$ cat src/rtl/shift_reg_prescaled.sv
// shift_reg_prescaled
//
// Serial/parallel shift register advanced by an internal clock-enable
// prescaler. Everything runs on clk; the prescaler only produces a one-cycle
// tick strobe, and the register acts in the cycle where that strobe is high.
//
// Ports:
//   clk        system clock, all logic on posedge
//   rst_n      asynchronous active-low reset
//   en         prescaler enable (0 freezes the count, no ticks)
//   clr        synchronous clear, highest priority
//   mode       00 hold, 01 shift left, 10 shift right, 11 parallel load
//   ser_in     serial data in
//   par_in     parallel load word
//   out_bus    shift register contents
//   ser_out    last bit shifted out
//   tick       one-cycle prescaler strobe (registered)
//   frame_done one-cycle pulse after WIDTH consecutive shifts
//   bit_cnt    shifts since last load, clear or frame
//
// Handshake: there is no valid/ready pair; mode/ser_in/par_in are sampled
// only on the clock edge that ends a cycle in which tick is high.

module shift_reg_prescaled #(
    parameter int WIDTH    = 8,
    parameter int PRESCALE = 4194304
) (
    input  logic                       clk,
    input  logic                       rst_n,
    input  logic                       en,
    input  logic                       clr,
    input  logic [1:0]                 mode,
    input  logic                       ser_in,
    input  logic [WIDTH-1:0]           par_in,
    output logic [WIDTH-1:0]           out_bus,
    output logic                       ser_out,
    output logic                       tick,
    output logic                       frame_done,
    output logic [$clog2(WIDTH+1)-1:0] bit_cnt
);

    localparam int CW = (PRESCALE > 1) ? $clog2(PRESCALE) : 1;
    localparam int BW = $clog2(WIDTH + 1);

    localparam logic [CW-1:0] CNT_MAX  = CW'(PRESCALE - 1);
    localparam logic [BW-1:0] BIT_LAST = BW'(WIDTH - 1);

    localparam logic [1:0] MODE_HOLD  = 2'b00;
    localparam logic [1:0] MODE_LEFT  = 2'b01;
    localparam logic [1:0] MODE_RIGHT = 2'b10;
    localparam logic [1:0] MODE_LOAD  = 2'b11;

    logic [CW-1:0]    cnt_q, cnt_d;
    logic             tick_q, tick_d;
    logic [WIDTH-1:0] bus_q, bus_d;
    logic             ser_q, ser_d;
    logic [BW-1:0]    bit_cnt_q, bit_cnt_d;
    logic             frame_done_q, frame_done_d;
    logic             shift_act;

    always_comb begin
        cnt_d        = cnt_q;
        tick_d       = 1'b0;
        bus_d        = bus_q;
        ser_d        = ser_q;
        bit_cnt_d    = bit_cnt_q;
        frame_done_d = 1'b0;
        shift_act    = 1'b0;

        if (clr) begin
            // Clear wins over everything, including a tick pending this cycle.
            cnt_d     = '0;
            bus_d     = '0;
            ser_d     = 1'b0;
            bit_cnt_d = '0;
        end else begin
            if (en) begin
                if (cnt_q == CNT_MAX) begin
                    cnt_d  = '0;
                    tick_d = 1'b1;
                end else begin
                    cnt_d = cnt_q + CW'(1);
                end
            end

            // The register acts on the edge that ends the tick cycle.
            if (tick_q) begin
                case (mode)
                    MODE_LEFT: begin
                        bus_d     = {bus_q[WIDTH-2:0], ser_in};
                        ser_d     = bus_q[WIDTH-1];
                        shift_act = 1'b1;
                    end
                    MODE_RIGHT: begin
                        bus_d     = {ser_in, bus_q[WIDTH-1:1]};
                        ser_d     = bus_q[0];
                        shift_act = 1'b1;
                    end
                    MODE_LOAD: begin
                        bus_d     = par_in;
                        bit_cnt_d = '0;
                    end
                    MODE_HOLD: begin
                    end
                    default: begin
                    end
                endcase
            end

            // Both directions count toward the same frame.
            if (shift_act) begin
                if (bit_cnt_q == BIT_LAST) begin
                    bit_cnt_d    = '0;
                    frame_done_d = 1'b1;
                end else begin
                    bit_cnt_d = bit_cnt_q + BW'(1);
                end
            end
        end
    end

    always_ff @(posedge clk or negedge rst_n) begin
        if (!rst_n) begin
            cnt_q        <= '0;
            tick_q       <= 1'b0;
            bus_q        <= '0;
            ser_q        <= 1'b0;
            bit_cnt_q    <= '0;
            frame_done_q <= 1'b0;
        end else begin
            cnt_q        <= cnt_d;
            tick_q       <= tick_d;
            bus_q        <= bus_d;
            ser_q        <= ser_d;
            bit_cnt_q    <= bit_cnt_d;
            frame_done_q <= frame_done_d;
        end
    end

    assign out_bus    = bus_q;
    assign ser_out    = ser_q;
    assign tick       = tick_q;
    assign frame_done = frame_done_q;
    assign bit_cnt    = bit_cnt_q;

endmodule
$ cat config.mk
export PLATFORM = sky130hd
export DESIGN_NAME = shift_reg_prescaled
export DESIGN_NICKNAME = d
export VERILOG_FILES = /design/src/rtl/shift_reg_prescaled.sv
export SDC_FILE = /design/constraint.sdc
export NUM_CORES = 1
export LEC_CHECK = 0
export BUFFER_PORTS_ARGS = -buffer_cell sky130_fd_sc_hd__buf_4
export CORE_ASPECT_RATIO = 1.25
export CORE_MARGIN = 4
export CORE_UTILIZATION = 50
export CTS_BUF_LIST = sky130_fd_sc_hd__clkbuf_4 sky130_fd_sc_hd__clkbuf_8 sky130_fd_sc_hd__clkbuf_16
export CTS_CLUSTER_SIZE = 10
export DETAILED_ROUTE_END_ITERATION = 6
export GPL_ROUTABILITY_DRIVEN = 0
export PLACE_DENSITY = 0.71
export RECOVER_POWER = 100
export SLEW_MARGIN = 0
export SYNTH_ARGS = -nofsm -noshare
export SYNTH_HDL_FRONTEND = slang
export SYNTH_SLANG_ARGS = --single-unit
$ cat constraint.sdc
create_clock -name clk -period 4.1 [get_ports clk]
set_clock_uncertainty 0.15 [all_clocks]
set_input_delay 0.41 -clock clk [delete_from_list [all_inputs] [get_ports clk]]
set_output_delay 0.41 -clock clk [all_outputs]
set_load 0.01 [all_outputs]
### After elaboration in Yosys (flattened, before gate mapping)

Cells that the tools add are included.

| word-level totals | value |
|---|---|
| bits in registers | 37 |
| latch bits | 0 |
| bits in writable memories | 0 |
| memory bits (read-only) | 0 |
| input bits | 15 |
| output and inout port bits | 15 |
| word-level logic and storage cells | 46 |
| memories kept | 0 |

| operators by class | value |
|---|---|
| add/sub/neg operators | 2 |
| $mul | 0 |
| div/mod/pow operators | 0 |
| $lt $le $gt $ge | 0 |
| equality and inequality tests | 5 |
| shift-type cells | 0 |
| muxes and demuxes | 23 |
| bitwise logic cells | 0 |
| reduce and logical (&&, ||, !) cells | 10 |

Operators with widths:

| operator | count |
|---|---|
| $mux 22 | 3 |
| $pmux 8 s3 | 1 |
| $add 22x1->22 const B | 1 |
| $eq 22x22->1 const B | 1 |
| $mux 4 | 5 |
| $mux 8 | 2 |
| $mux 1 | 11 |
| $reduce_bool 3->1 | 3 |
| $reduce_and 2->1 | 3 |
| $add 4x1->4 const B | 1 |
| $eq 2x2->1 const B | 2 |
| $eq 4x3->1 const B | 1 |
| $reduce_bool 2->1 | 2 |
| $reduce_bool 4->1 | 1 |
| $eq 2x1->1 const B | 1 |
| $pmux 1 s2 | 1 |
| $reduce_or 2->1 | 1 |

### Logic depth before layout (Yosys ltp)

Gate-level depths: netlist of the first run.

| logic depth | value |
|---|---|
| depth after elaboration | 7 |
| gate-level depth with buffers | 7 |
| depth with buffers taken out | 6 |

### Worst setup path before layout of the first run

No wires, ideal clock.

| timing path | value |
|---|---|
| path kind | register to register |
| start point | register cnt_q[0] |
| end point | register cnt_q[14] |
| setup time | 77 ps |
| data arrival time | 1864 ps |
| required time | 3873 ps |
| path slack | 2008 ps |
| cell stages (with the launch flop) | 7 |
| path buffers | 1 |
| clock period less this slack | 2092 ps |
| cells stage by stage | dfrtp_1 ha_1 nand2_1 or4_4 buf_6 or4_1 a21oi_1 |

| between the ends | value |
|---|---|
| cells in the longest elaborated chain, start to end | 4 |
| elaborated cells on any way between the ends | 5 |
| classes of those cells | add/sub (1); eq/ne (1); mux (3) |

Ends and longest elaborated chain:

| what | line | text |
|---|---|---|
| start, declared | 53 | `logic [CW-1:0] cnt_q, cnt_d;` |
| start signal, assigned | 131 | `cnt_q <= cnt_d;` |
| $add 22x1->22 / $eq 22x22->1 (equally long branches) | 82, 78 |  |
| $mux 22 (*) | 78 | `if (cnt_q == CNT_MAX) begin` |
| $mux 22 (*) | 77 | `if (en) begin` |
| $mux 22 (*) | 70 | `if (clr) begin` |

Mark *: on every way between the ends. The rest lies on a longest branch, timed or not. The select of a mux whose other input is x is not followed.
A chain may end at the register's enable or synchronous reset.

### Final worst setup path of the first run

| timing path | value |
|---|---|
| start point | register cnt_q[4] |
| end point | register cnt_q[11] |

The elaborated chain is that of the path after synthesis.

==> results of run 1 <==
==> stage by stage <==
stage | hold WS [ns] | cells
6_report | 0.293 | 294
4_1_cts | 0.283 | 294
3_3_place_gp | 0.256 | 285
5_1_grt | 0.296 | 294
3_5_place_dp | 0.255 | 285
2_1_floorplan | -0.0356 | 211
==> final timing paths <==
path	startpoint	end
max	cnt_q[4]	cnt_q[11]
min	en	cnt_q[1]
max reg2reg	cnt_q[4]	cnt_q[11]
min reg2reg	bit_cnt[3]	frame_done
max in group asynchronous	rst_n	cnt_q[8]
min in group asynchronous	rst_n	bit_cnt[2]
==> cells in the mapped netlist, types with 3 or more instances <==
library cell,instances
sky130_fd_sc_hd__nor4_1,3
sky130_fd_sc_hd__dfrtp_1,37
sky130_fd_sc_hd__xnor2_1,7
sky130_fd_sc_hd__or4_1,8
sky130_fd_sc_hd__nor3_1,4
sky130_fd_sc_hd__nor2_1,19
sky130_fd_sc_hd__clkbuf_1,6
sky130_fd_sc_hd__nand2_1,21
sky130_fd_sc_hd__nand3_1,6
sky130_fd_sc_hd__o31ai_1,16
sky130_fd_sc_hd__xor2_1,4
sky130_fd_sc_hd__inv_1,9
sky130_fd_sc_hd__ha_1,5
sky130_fd_sc_hd__nand4_1,6
sky130_fd_sc_hd__or3_1,3
sky130_fd_sc_hd__a22o_1,9
sky130_fd_sc_hd__a21oi_1,21
sky130_fd_sc_hd__o21ai_0,7
==> sequential cells by signal, summed over array words and instances, names as in the netlist <==
register / count
cnt_q: 22
out_bus: 8
bit_cnt: 4
frame_done: 1
ser_out: 1
tick: 1
==> worst max-delay path, delay by kind of cell (launching register included) <==
| family | cells | cell delay, ns |
|---|---|---|
| flip-flops | 1 | 0.41 |
| AND/OR/NAND/NOR | 3 | 1.24 |
| AO/OA/AOI/OAI | 1 | 0.59 |
==> cell families after synthesis <==
kind of cell               count (synthesis)  share of synthesized area, %
and+or+nand+nor                           81                          21.9
adders and majority gates                  5                          3.13
buffers and inverters                     18                          3.82
DFF                                       37                          46.4
xor gates and xnor gates                  11                          4.82
AOI/OAI and AO/OA                         59                          19.9
==> timing repair <==
item	CTS	global route
buffers inserted	0	0
hold buffers	1	0
hold endpoints to repair	37	0
resized for setup	0	0
==> report_power, final <==
group | internal, W | switching (W)
Combinational | 0.0000249 | 0.0000405
Clock | 0.000198 | 0.000130
Sequential | 0.000372 | 0.00000800
Total | 0.000594 | 0.000179
==> layout make-up <==
class                      instances  area [um2]  area share, %
timing repair buffer              30         164           7.17
sequential                        37         926           40.5
inverter                           9        33.8           1.48
tap                               54        67.6           2.95
multi-input combinational        156         976           42.7
clock inverter                     2        37.5           1.64
clock buffer                       6        82.6           3.61
==> per-layer routing <==
layer	part of all wire (%)	up-vias	wire, um
met3	4.5	5	188
met4	0.97	0	41
met5	0	-	0
met2	49	31	2050
li1	-	832	-
met1	46	813	1940
==> reports/qor.json, run 1 <==
{
  "grt": {
    "grt_antenna_before_repair": 0,
    "use_met3_pct": 4.43,
    "use_met2_pct": 30.8,
    "pin_count_of_the_biggest_net_entering_global_routing": 38,
    "grt_util_all_layers_pct": 18.5,
    "via_count_of_the_first_global_routing_pass": 1649,
    "grt.overflow.total": 0,
    "grt_pass1_wl_mm": 7.48,
    "grt_use_met1_pct": 23.4,
    "gr-max-usage-layer": "met2"
  },
  "sta": {
    "setup_violations": 0,
    "layout_min_cycle_time_ns": 2.55,
    "tns_ns": 0,
    "timing_worst_slew_pin_value_ns": 1.99,
    "period_utilisation_layout_pct": 62.1,
    "max_clock_freq_ghz": 0.393,
    "final.setup.worst_slack_ns": 1.55,
    "grt_setup_unrepaired": "no",
    "tightest_slew_margin_relative_to_the_limit_pct": -32.8,
    "number_of_hold_slack_violations_in_the_final_timing_report": 0,
    "max_slew_violation_count": 38
  },
  "cells_and_area": {
    "leading_cell_types_in_the_layout_fill_and_taps_excluded": "37 x sky130_fd_sc_hd__dfrtp_1, 21 x sky130_fd_sc_hd__nand2_1, 21 x sky130_fd_sc_hd__a21oi_1",
    "fill_cells": 356,
    "final_common_cell": "sky130_fd_sc_hd__dfrtp_1",
    "final_core_utilization_pct": 59.9,
    "syn_to_final_growth_pct": 14.5,
    "layout.cell_area.non_filler_um2": 2290,
    "nets_final": 259,
    "final_layout_size_suffix_gt1_share_pct": 10.0,
    "num_antenna_cells": 0
  },
  "route": {
    "via_count": 1681,
    "avgRoutedWirePerCell_um": 14.4,
    "detailedRoute.firstPassIterationCount": 4,
    "wirelength_mm": 4.22,
    "detail_route.iter0.violations": 91,
    "route.antenna.remaining_nets": 0,
    "detail_route.drc_violations": 0,
    "route.detailed.vias_per_inst": 5.72
  },
  "synth": {
    "yosysTopAreaCell": "sky130_fd_sc_hd__dfrtp_1",
    "ys_seq_elements": 37,
    "yosys-top-cells-area": "sky130_fd_sc_hd__dfrtp_1 46%, sky130_fd_sc_hd__o31ai_1 6.0%, sky130_fd_sc_hd__a21oi_1 5.3%",
    "mappedNetlistArea_um2": 2000,
    "yosysWarningCount": 0,
    "number_of_flops_mapped_to_enable_cells_by_yosys": 0,
    "post_synth.cell_area_avg_um2": 9.46,
    "yosysTopAreaCellShare_pct": 46.4,
    "async_flop_share_pct": 100,
    "ys_types": 36,
    "synth_top_flop_cell": "sky130_fd_sc_hd__dfrtp_1",
    "synthesis.instances": 211,
    "share_of_synthesized_area_occupied_by_flip_flops_and_latches_pct": 46.4,
    "synth_nets": 231
  },
  "floorplanning": {
    "core_region_area_um2": 3820,
    "die-area_um2": 5080,
    "rows": 25,
    "initial_util_pct": 52.3,
    "die_y_um": 78.7,
    "boundaryPins": 30,
    "die_x_um": 64.5
  },
  "worst_setup_path": {
    "worstRegToRegCells": 4,
    "worst_path_max_delay_cell": "sky130_fd_sc_hd__or4_1",
    "cp_slowest_stage_delay_ns": 0.81,
    "timing.critical_path.to_type": "register",
    "worst-endpoint-required_ns": 4.10,
    "path_cells": "nand4_1 > or4_1 > o31ai_4 > nor2_1",
    "cp.arrival_ns": 2.54,
    "worst-r2r-setup-slack_ns": 1.55,
    "worst-path-max-fanout": 15,
    "criticalPathCategory": "reg -> reg",
    "critPathLaunchType": "register"
  },
  "clock_network": {
    "worst_skew_pair.late_latency_ns": 0.29,
    "cts_max_level": 2,
    "clock_tree_from_tritoncts": "yes",
    "cts.clk_slew.worst_paths_ns": 0.08,
    "clock_tree.root_cell": "sky130_fd_sc_hd__clkbuf_8",
    "numCtsBuffers": 5,
    "clkSinkCount": 37,
    "clockBufferDepth": 2
  },
  "power_and_ir_drop": {
    "max-vdd-ir-drop_v": 0.000238,
    "power_per_cell_area_nw_per_um2": 338,
    "static-leakage-power_nw": 0.910,
    "finalPower_w": 0.000773
  },
  "placed_design": {
    "placed_cell_area_um2": 2240,
    "preCtsSetupSlack_ns": 1.46,
    "numPortBuffers": 29,
    "dp_hpwl_mm": 2.90
  },
  "run": {
    "drv.max_cap_violation_count": 1
  },
  "min_path": {
    "hold_path_class": "in -> reg",
    "timing.hold.worst_path_depth": 3
  },
  "status": {
    "run_status": "complete, but fails checks",
    "violated_checks": "max-capacitance violations, max-slew violations"
  }
}
No activity file was read; power rests on OpenSTA's default activity.
==> run 2: changes to the inputs <==
--- a/config.mk
+++ b/config.mk
@@ -5,6 +5,7 @@
 export SDC_FILE = /design/constraint.sdc
 export NUM_CORES = 1
 export LEC_CHECK = 0
+export ABC_AREA = 1
 export BUFFER_PORTS_ARGS = -buffer_cell sky130_fd_sc_hd__buf_4
 export CORE_ASPECT_RATIO = 1.25
 export CORE_MARGIN = 4
@@ -13,7 +14,7 @@
 export CTS_CLUSTER_SIZE = 10
 export DETAILED_ROUTE_END_ITERATION = 6
 export GPL_ROUTABILITY_DRIVEN = 0
-export PLACE_DENSITY = 0.71
+export PLACE_DENSITY = 0.74
 export RECOVER_POWER = 100
 export SLEW_MARGIN = 0
 export SYNTH_ARGS = -nofsm -noshare
==> constraint.sdc (replaced) <==
create_clock -name clk -period 2.25 [get_ports clk]
set_clock_uncertainty 0.15 [all_clocks]
set_input_delay 0.225 -clock clk [delete_from_list [all_inputs] [get_ports clk]]
set_output_delay 0.225 -clock clk [all_outputs]
set_load 0.01 [all_outputs]
==> run 2 against run 1 <==
The run now ends clean. Routed wire length is 5.9% higher. Final cell count grew 26%. Register-to-register slack worse by 1.2 ns. Clock-buffer cell count shrank 1. Highest routed layer unchanged.
==> reports/qor.json, run 2 <==
{
  "status": {
    "run_status": "completed"
  },
  "synth": {
    "synthMostInstantiatedCell": "sky130_fd_sc_hd__nand2_1",
    "async_flop_share_pct": 100,
    "synth_top_flop_cell": "sky130_fd_sc_hd__dfrtp_1",
    "yosys-top-cells-area": "sky130_fd_sc_hd__dfrtp_1 42%, sky130_fd_sc_hd__nand2_1 10%, sky130_fd_sc_hd__inv_1 6.4%",
    "ys_top_cells_by_count": "61 x sky130_fd_sc_hd__nand2_1, 38 x sky130_fd_sc_hd__inv_1, 37 x sky130_fd_sc_hd__dfrtp_1",
    "synthesis.instances": 280,
    "ys_seq_elements": 37,
    "yosysTopAreaCell": "sky130_fd_sc_hd__dfrtp_1",
    "mappedNetlistArea_um2": 2220,
    "synth_nets": 300,
    "yosysTopAreaCellShare_pct": 41.7,
    "share_of_synthesized_area_occupied_by_flip_flops_and_latches_pct": 41.7,
    "yosysWarningCount": 0,
    "ys_types": 32,
    "post_synth.cell_area_avg_um2": 7.94,
    "number_of_flops_mapped_to_enable_cells_by_yosys": 0
  },
  "worst_setup_path": {
    "criticalPathCategory": "reg -> reg",
    "worst-endpoint-required_ns": 2.28,
    "worst-path-max-fanout": 17,
    "timing.critical_path.to_type": "register",
    "critPathLaunchType": "register",
    "cp.arrival_ns": 1.91
  },
  "route": {
    "avgRoutedWirePerCell_um": 12.1,
    "route.detailed.vias_per_inst": 5.14,
    "via_count": 1895,
    "detail_route.iter0.violations": 88,
    "detail_route.drc_violations": 0,
    "route.antenna.remaining_nets": 0,
    "wirelength_mm": 4.47,
    "detailedRoute.firstPassIterationCount": 4
  },
  "grt": {
    "grt_antenna_before_repair": 0,
    "grt_util_all_layers_pct": 18.6,
    "grt_pass1_wl_mm": 8.00,
    "pin_count_of_the_biggest_net_entering_global_routing": 38,
    "via_count_of_the_first_global_routing_pass": 1855,
    "grt.overflow.total": 0
  },
  "placed_design": {
    "numPortBuffers": 29,
    "dp_hpwl_mm": 3.36,
    "placedCellCount": 360
  },
  "cells_and_area": {
    "final_core_utilization_pct": 59.6,
    "final_common_cell": "sky130_fd_sc_hd__nand2_1",
    "num_antenna_cells": 0,
    "most_flops_register": "cnt_q",
    "layoutNonFillerInstCount": 369,
    "syn_to_final_growth_pct": 12.5,
    "final_layout_size_suffix_gt1_share_pct": 12.1,
    "leading_cell_types_in_the_layout_fill_and_taps_excluded": "61 x sky130_fd_sc_hd__nand2_1, 38 x sky130_fd_sc_hd__inv_1, 38 x sky130_fd_sc_hd__nor2_1",
    "fill_cells": 402,
    "nets_final": 332,
    "largest_register_ffs": 22
  },
  "floorplanning": {
    "core_region_area_um2": 4200,
    "rows": 26,
    "die-area_um2": 5580,
    "boundaryPins": 30,
    "die_x_um": 67.6,
    "die_y_um": 82.5,
    "initial_util_pct": 53.0
  },
  "sta": {
    "layout_min_cycle_time_ns": 1.88,
    "number_of_hold_slack_violations_in_the_final_timing_report": 0,
    "max_slew_violation_count": 0,
    "grt_setup_unrepaired": "no",
    "tightest_slew_margin_relative_to_the_limit_pct": 41.1,
    "period_utilisation_layout_pct": 83.6,
    "timing_worst_slew_pin_value_ns": 0.884,
    "setup_violations": 0,
    "tns_ns": 0,
    "max_clock_freq_ghz": 0.532
  },
  "power_and_ir_drop": {
    "power_per_cell_area_nw_per_um2": 579,
    "max-vdd-ir-drop_v": 0.000380,
    "static-leakage-power_nw": 1.09
  },
  "clock_network": {
    "postCtsSetupRepairBufs": 0,
    "clkSinkCount": 37,
    "cts_max_level": 2,
    "clock_tree.root_cell": "sky130_fd_sc_hd__clkbuf_8",
    "clockBufferDepth": 2,
    "cts.clk_slew.worst_paths_ns": 0.08,
    "worst_skew_pair.late_latency_ns": 0.29,
    "clock_tree_from_tritoncts": "yes",
    "numCtsBuffers": 5
  },
  "run": {
    "drv.max_cap_violation_count": 0
  },
  "min_path": {
    "hold_path_class": "in -> reg"
  }
}
==> run 2: cell types whose count changed in the layout (fill, tap and decap cells not counted), sizes merged, moves of 5 or more <==
cell,change
nand2,+43
inv,+31
nor2,+29
a21oi,-18
nand3,+17
o31ai,-17
or4,-11
a22o,-9
o221ai,+8
o21ai,+5
==> run 2: routing by layer <==
layer | vias to the layer above | routed length (um) | track usage [%]
met5 | - | 0 | 0
met4 | 0 | 77 | 5.68
met3 | 9 | 223 | 4.47
met2 | 47 | 2180 | 32.1
met1 | 872 | 1990 | 22.5
li1 | 967 | - | -
==> run 2: cell families after synthesis <==
logic type,share of synthesized area (%)
xor+xnor,4.73
compound gates,9.29
buf+inv,9.23
simple gates,32.3
fa+ha+maj,2.82
flops,41.7
==> run 2: where the power goes <==
group	leakage (nW)	internal [W]	switching [W]
clock network	0.0543	0.000332	0.000252
logic	0.526	0.0000552	0.000105
registers	0.509	0.000687	0.0000161
==> run 2: final timing paths <==
path,end,startpoint,depth (start not counted),slack (ns)
min in group asynchronous,cnt_q[15],rst_n,2,0.43
max in group asynchronous,bit_cnt[0],rst_n,2,0.97
min reg2reg,cnt_q[1],cnt_q[1],2,0.37
min,tick,clr,2,0.01
max reg2reg,cnt_q[16],cnt_q[0],10,0.37
max,cnt_q[16],cnt_q[0],10,0.37
==> run 2: area by class of cell <==
class	instances	area, um2	area share (%)
Clock buffer	5	68.8	2.75
Inverter	41	164	6.56
Timing Repair Buffer	30	161	6.46
Clock inverter	3	46.3	1.85
Tap cell	56	70.1	2.80
Multi-Input combinational cell	197	1060	42.5
Sequential cell	37	926	37.0
==> run 2: worst max-delay path, cell delays in order (launching register included) <==
cell and delay [ns]:
sky130_fd_sc_hd__dfrtp_1 0.40, sky130_fd_sc_hd__ha_1 0.21, sky130_fd_sc_hd__nand2_1 0.06, sky130_fd_sc_hd__nor2_1 0.21, sky130_fd_sc_hd__nand2_1 0.14, sky130_fd_sc_hd__nor2_2 0.09, sky130_fd_sc_hd__nand3_1 0.14, sky130_fd_sc_hd__nand2_2 0.12
sky130_fd_sc_hd__nand2_4 0.07, sky130_fd_sc_hd__clkinv_4 0.13, sky130_fd_sc_hd__nor2_1 0.06
==> run 2: through the flow <==
step                hold slack [ns]  total power, W  worst slack (ns)  area [um2]
floorplan                    -0.221        0.000817             0.623        2220
global placement             0.0638        0.000893             0.472        2470
detailed placement           0.0648        0.000895             0.445        2470
CTS                         0.00398         0.00148             0.440        2590
global route                0.00790         0.00151             0.173        2500
finish                       0.0100         0.00145             0.369        2500
==> run 2: timing repair <==
action                    4_1_cts  5_1_grt
hold endpoints to repair       37        0
hold buffers                    1        0
gates resized for setup         0        0
==> run 3: changes to the inputs <==
==> constraint.sdc (replaced) <==
create_clock -name clk -period 1.72 [get_ports clk]
set_clock_uncertainty 0.15 [all_clocks]
set_input_delay 0.172 -clock clk [delete_from_list [all_inputs] [get_ports clk]]
set_output_delay 0.172 -clock clk [all_outputs]
set_load 0.01 [all_outputs]
==> run 3 against run 2 <==
Flip-flop and latch count stayed put. Sequential share of layout area is 3.6 points lower. Global-route usage is 0.38 points higher. Routed wire length is 9.5% higher. Clock power is 36% higher. Cell area is 11% higher. Worst hold slack better by 0.062 ns. Critical path type unchanged. Critical endpoint unchanged. Highest routed layer unchanged.
==> reports/qor.json, run 3 (synthesis results as in run 2) <==
{
  "worst_setup_path": {
    "worst-path-max-fanout": 4,
    "path_cells": "ha_2 > nand2_2 > nor2_4 > buf_4 > nand3_4 > nor2_4 > xor2_2 > nor2_4",
    "criticalPathCategory": "reg -> reg",
    "worst-endpoint-required_ns": 1.76,
    "timing.critical_path.mode_cell": "sky130_fd_sc_hd__nor2_4",
    "worst_path_max_delay_cell": "sky130_fd_sc_hd__dfrtp_1",
    "cp_slowest_stage_delay_ns": 0.37,
    "critPathLaunchType": "register",
    "cp.arrival_ns": 1.73,
    "timing.critical_path.to_type": "register"
  },
  "clock_network": {
    "clockBufferDepth": 2,
    "numCtsBuffers": 5,
    "cts.clk_slew.worst_paths_ns": 0.08,
    "clock_tree_from_tritoncts": "yes",
    "clkSinkCount": 37,
    "worst_skew_pair.late_latency_ns": 0.29,
    "clock_tree.root_cell": "sky130_fd_sc_hd__clkbuf_8",
    "cts_max_level": 2
  },
  "floorplanning": {
    "die_x_um": 67.6,
    "core_region_area_um2": 4200,
    "initial_util_pct": 53.0,
    "die_y_um": 82.5,
    "rows": 26,
    "boundaryPins": 30,
    "die-area_um2": 5580
  },
  "power_and_ir_drop": {
    "power.share.switching_pct": 25.3,
    "max-vdd-ir-drop_v": 0.000430,
    "finalPower_w": 0.00196,
    "clock_power_share_pct": 40.4,
    "power_per_cell_area_nw_per_um2": 709,
    "static-leakage-power_nw": 1.19,
    "combinationalPowerShare_pct": 12.8,
    "seqPwrFrac_pct": 46.8,
    "p_switching_w": 0.000497,
    "cell_internal_pwr_w": 0.00147
  },
  "sta": {
    "holdWs_ns": 0.0721,
    "tightest_slew_margin_relative_to_the_limit_pct": 39.3,
    "max_clock_freq_ghz": 0.592,
    "max_slew_violation_count": 0,
    "setup_violations": 0,
    "grt_setup_unrepaired": "yes",
    "layout_min_cycle_time_ns": 1.69,
    "number_of_hold_slack_violations_in_the_final_timing_report": 0,
    "timing_worst_slew_pin_value_ns": 0.910,
    "period_utilisation_layout_pct": 98.2
  },
  "cells_and_area": {
    "final_common_cell": "sky130_fd_sc_hd__nand2_1",
    "most_flops_register": "cnt_q",
    "syn_to_final_growth_pct": 24.7,
    "num_antenna_cells": 0,
    "leading_cell_types_in_the_layout_fill_and_taps_excluded": "59 x sky130_fd_sc_hd__nand2_1, 38 x sky130_fd_sc_hd__inv_1, 37 x sky130_fd_sc_hd__dfrtp_1",
    "nets_final": 347,
    "final_layout_size_suffix_gt1_share_pct": 22.6,
    "largest_register_ffs": 22,
    "layoutNonFillerInstCount": 384
  },
  "placed_design": {
    "placedCellCount": 366,
    "dp_hpwl_mm": 3.41,
    "numPortBuffers": 29
  },
  "route": {
    "route.detailed.vias_per_inst": 5.19,
    "detail_route.drc_violations": 0,
    "detail_route.iter0.violations": 98,
    "wirelength_mm": 4.89,
    "route.antenna.remaining_nets": 0,
    "via_count": 1992,
    "avgRoutedWirePerCell_um": 12.7,
    "detailedRoute.firstPassIterationCount": 4
  },
  "grt": {
    "grt_antenna_before_repair": 0,
    "grt_pass1_wl_mm": 8.09,
    "via_count_of_the_first_global_routing_pass": 1887,
    "grt_util_all_layers_pct": 18.9,
    "grt.overflow.total": 0,
    "pin_count_of_the_biggest_net_entering_global_routing": 38
  },
  "run": {
    "drv.max_cap_violation_count": 0
  },
  "status": {
    "run_status": "completed"
  },
  "min_path": {
    "hold_path_class": "in -> reg"
  }
}
[run 3: changes by cell type in the layout (fill, tap and decap cells not counted), moves of 3 or more]
| cell | change |
|---|---|
| sky130_fd_sc_hd__buf_4 | +12 |
| sky130_fd_sc_hd__nand3_1 | -4 |
| sky130_fd_sc_hd__nand3_2 | +3 |
| sky130_fd_sc_hd__nor2_1 | -11 |
| sky130_fd_sc_hd__nor2_2 | +6 |
| sky130_fd_sc_hd__nor2_4 | +5 |
[run 3: critical path: cells and delay by family (launching register included)]
family	cells	cell delay [ns]
fa+ha+maj	1	0.21
simple gates	5	0.51
buf+inv	1	0.14
xor+xnor	1	0.19
flops	1	0.37
[run 3: path summary, 6_finish.rpt]
check	from	to	slack [ns]	depth (start not counted)
max in group asynchronous	rst_n	cnt_q[3]	0.47	2
min in group asynchronous	rst_n	cnt_q[2]	0.39	2
worst min register to register	cnt_q[1]	cnt_q[1]	0.38	2
worst max register to register	cnt_q[1]	cnt_q[16]	0.03	8
worst min-delay path	par_in[7]	out_bus[7]	0.07	5
worst max-delay path	cnt_q[1]	cnt_q[16]	0.03	8
[run 3: timing repair]
| item | 4_1_cts | 5_1_grt |
|---|---|---|
| hold endpoints to repair | 39 | 0 |
| hold buffers | 3 | 0 |
| setup buffers | 0 | 6 |
| setup endpoints to repair | 0 | 30 |
| gates resized for setup | 0 | 23 |
[run 3: area by class of cell]
class,count,area [um2]
multi-input cells,197,1170
repair buffers,44,298
well taps,56,70.1
repair inverters,1,16.3
clock buffers,6,82.6
clock inverters,2,37.5
flip-flops and latches,37,926
fillers,342,1430
inverters,41,171
[run 3: stage by stage]
stage                     instance area [um2]  setup slack, ns  setup TNS (ns)  util (%)
after floorplan                          2220           0.0930               0         -
after global placement                   2510           0.0811               0      59.9
after detailed placement                 2510           0.0373               0      59.9
after CTS                                2660          0.00182               0      63.5
after global routing                     2770          -0.0611          -0.905      66.0
final                                    2770           0.0304               0      66.0
[run 3: power by group through the flow]
stage	registers (W)	clock network, W	logic (W)
detailed placement	0.000936	0	0.000244
floorplan	0.000945	0	0.000124
finish	0.000919	0.000794	0.000251
global route	0.000924	0.000845	0.000280
global placement	0.000936	0	0.000239
CTS	0.000920	0.000809	0.000249
[run 3: metal layers]
| layer | routed length (um) | vias up | GRT usage, % |
|---|---|---|---|
| met1 | 2080 | 942 | 23.0 |
| li1 | - | 996 | - |
| met4 | 36 | 0 | 8.32 |
| met2 | 2560 | 50 | 31.9 |
| met5 | 0 | - | 0 |
| met3 | 222 | 4 | 4.06 |
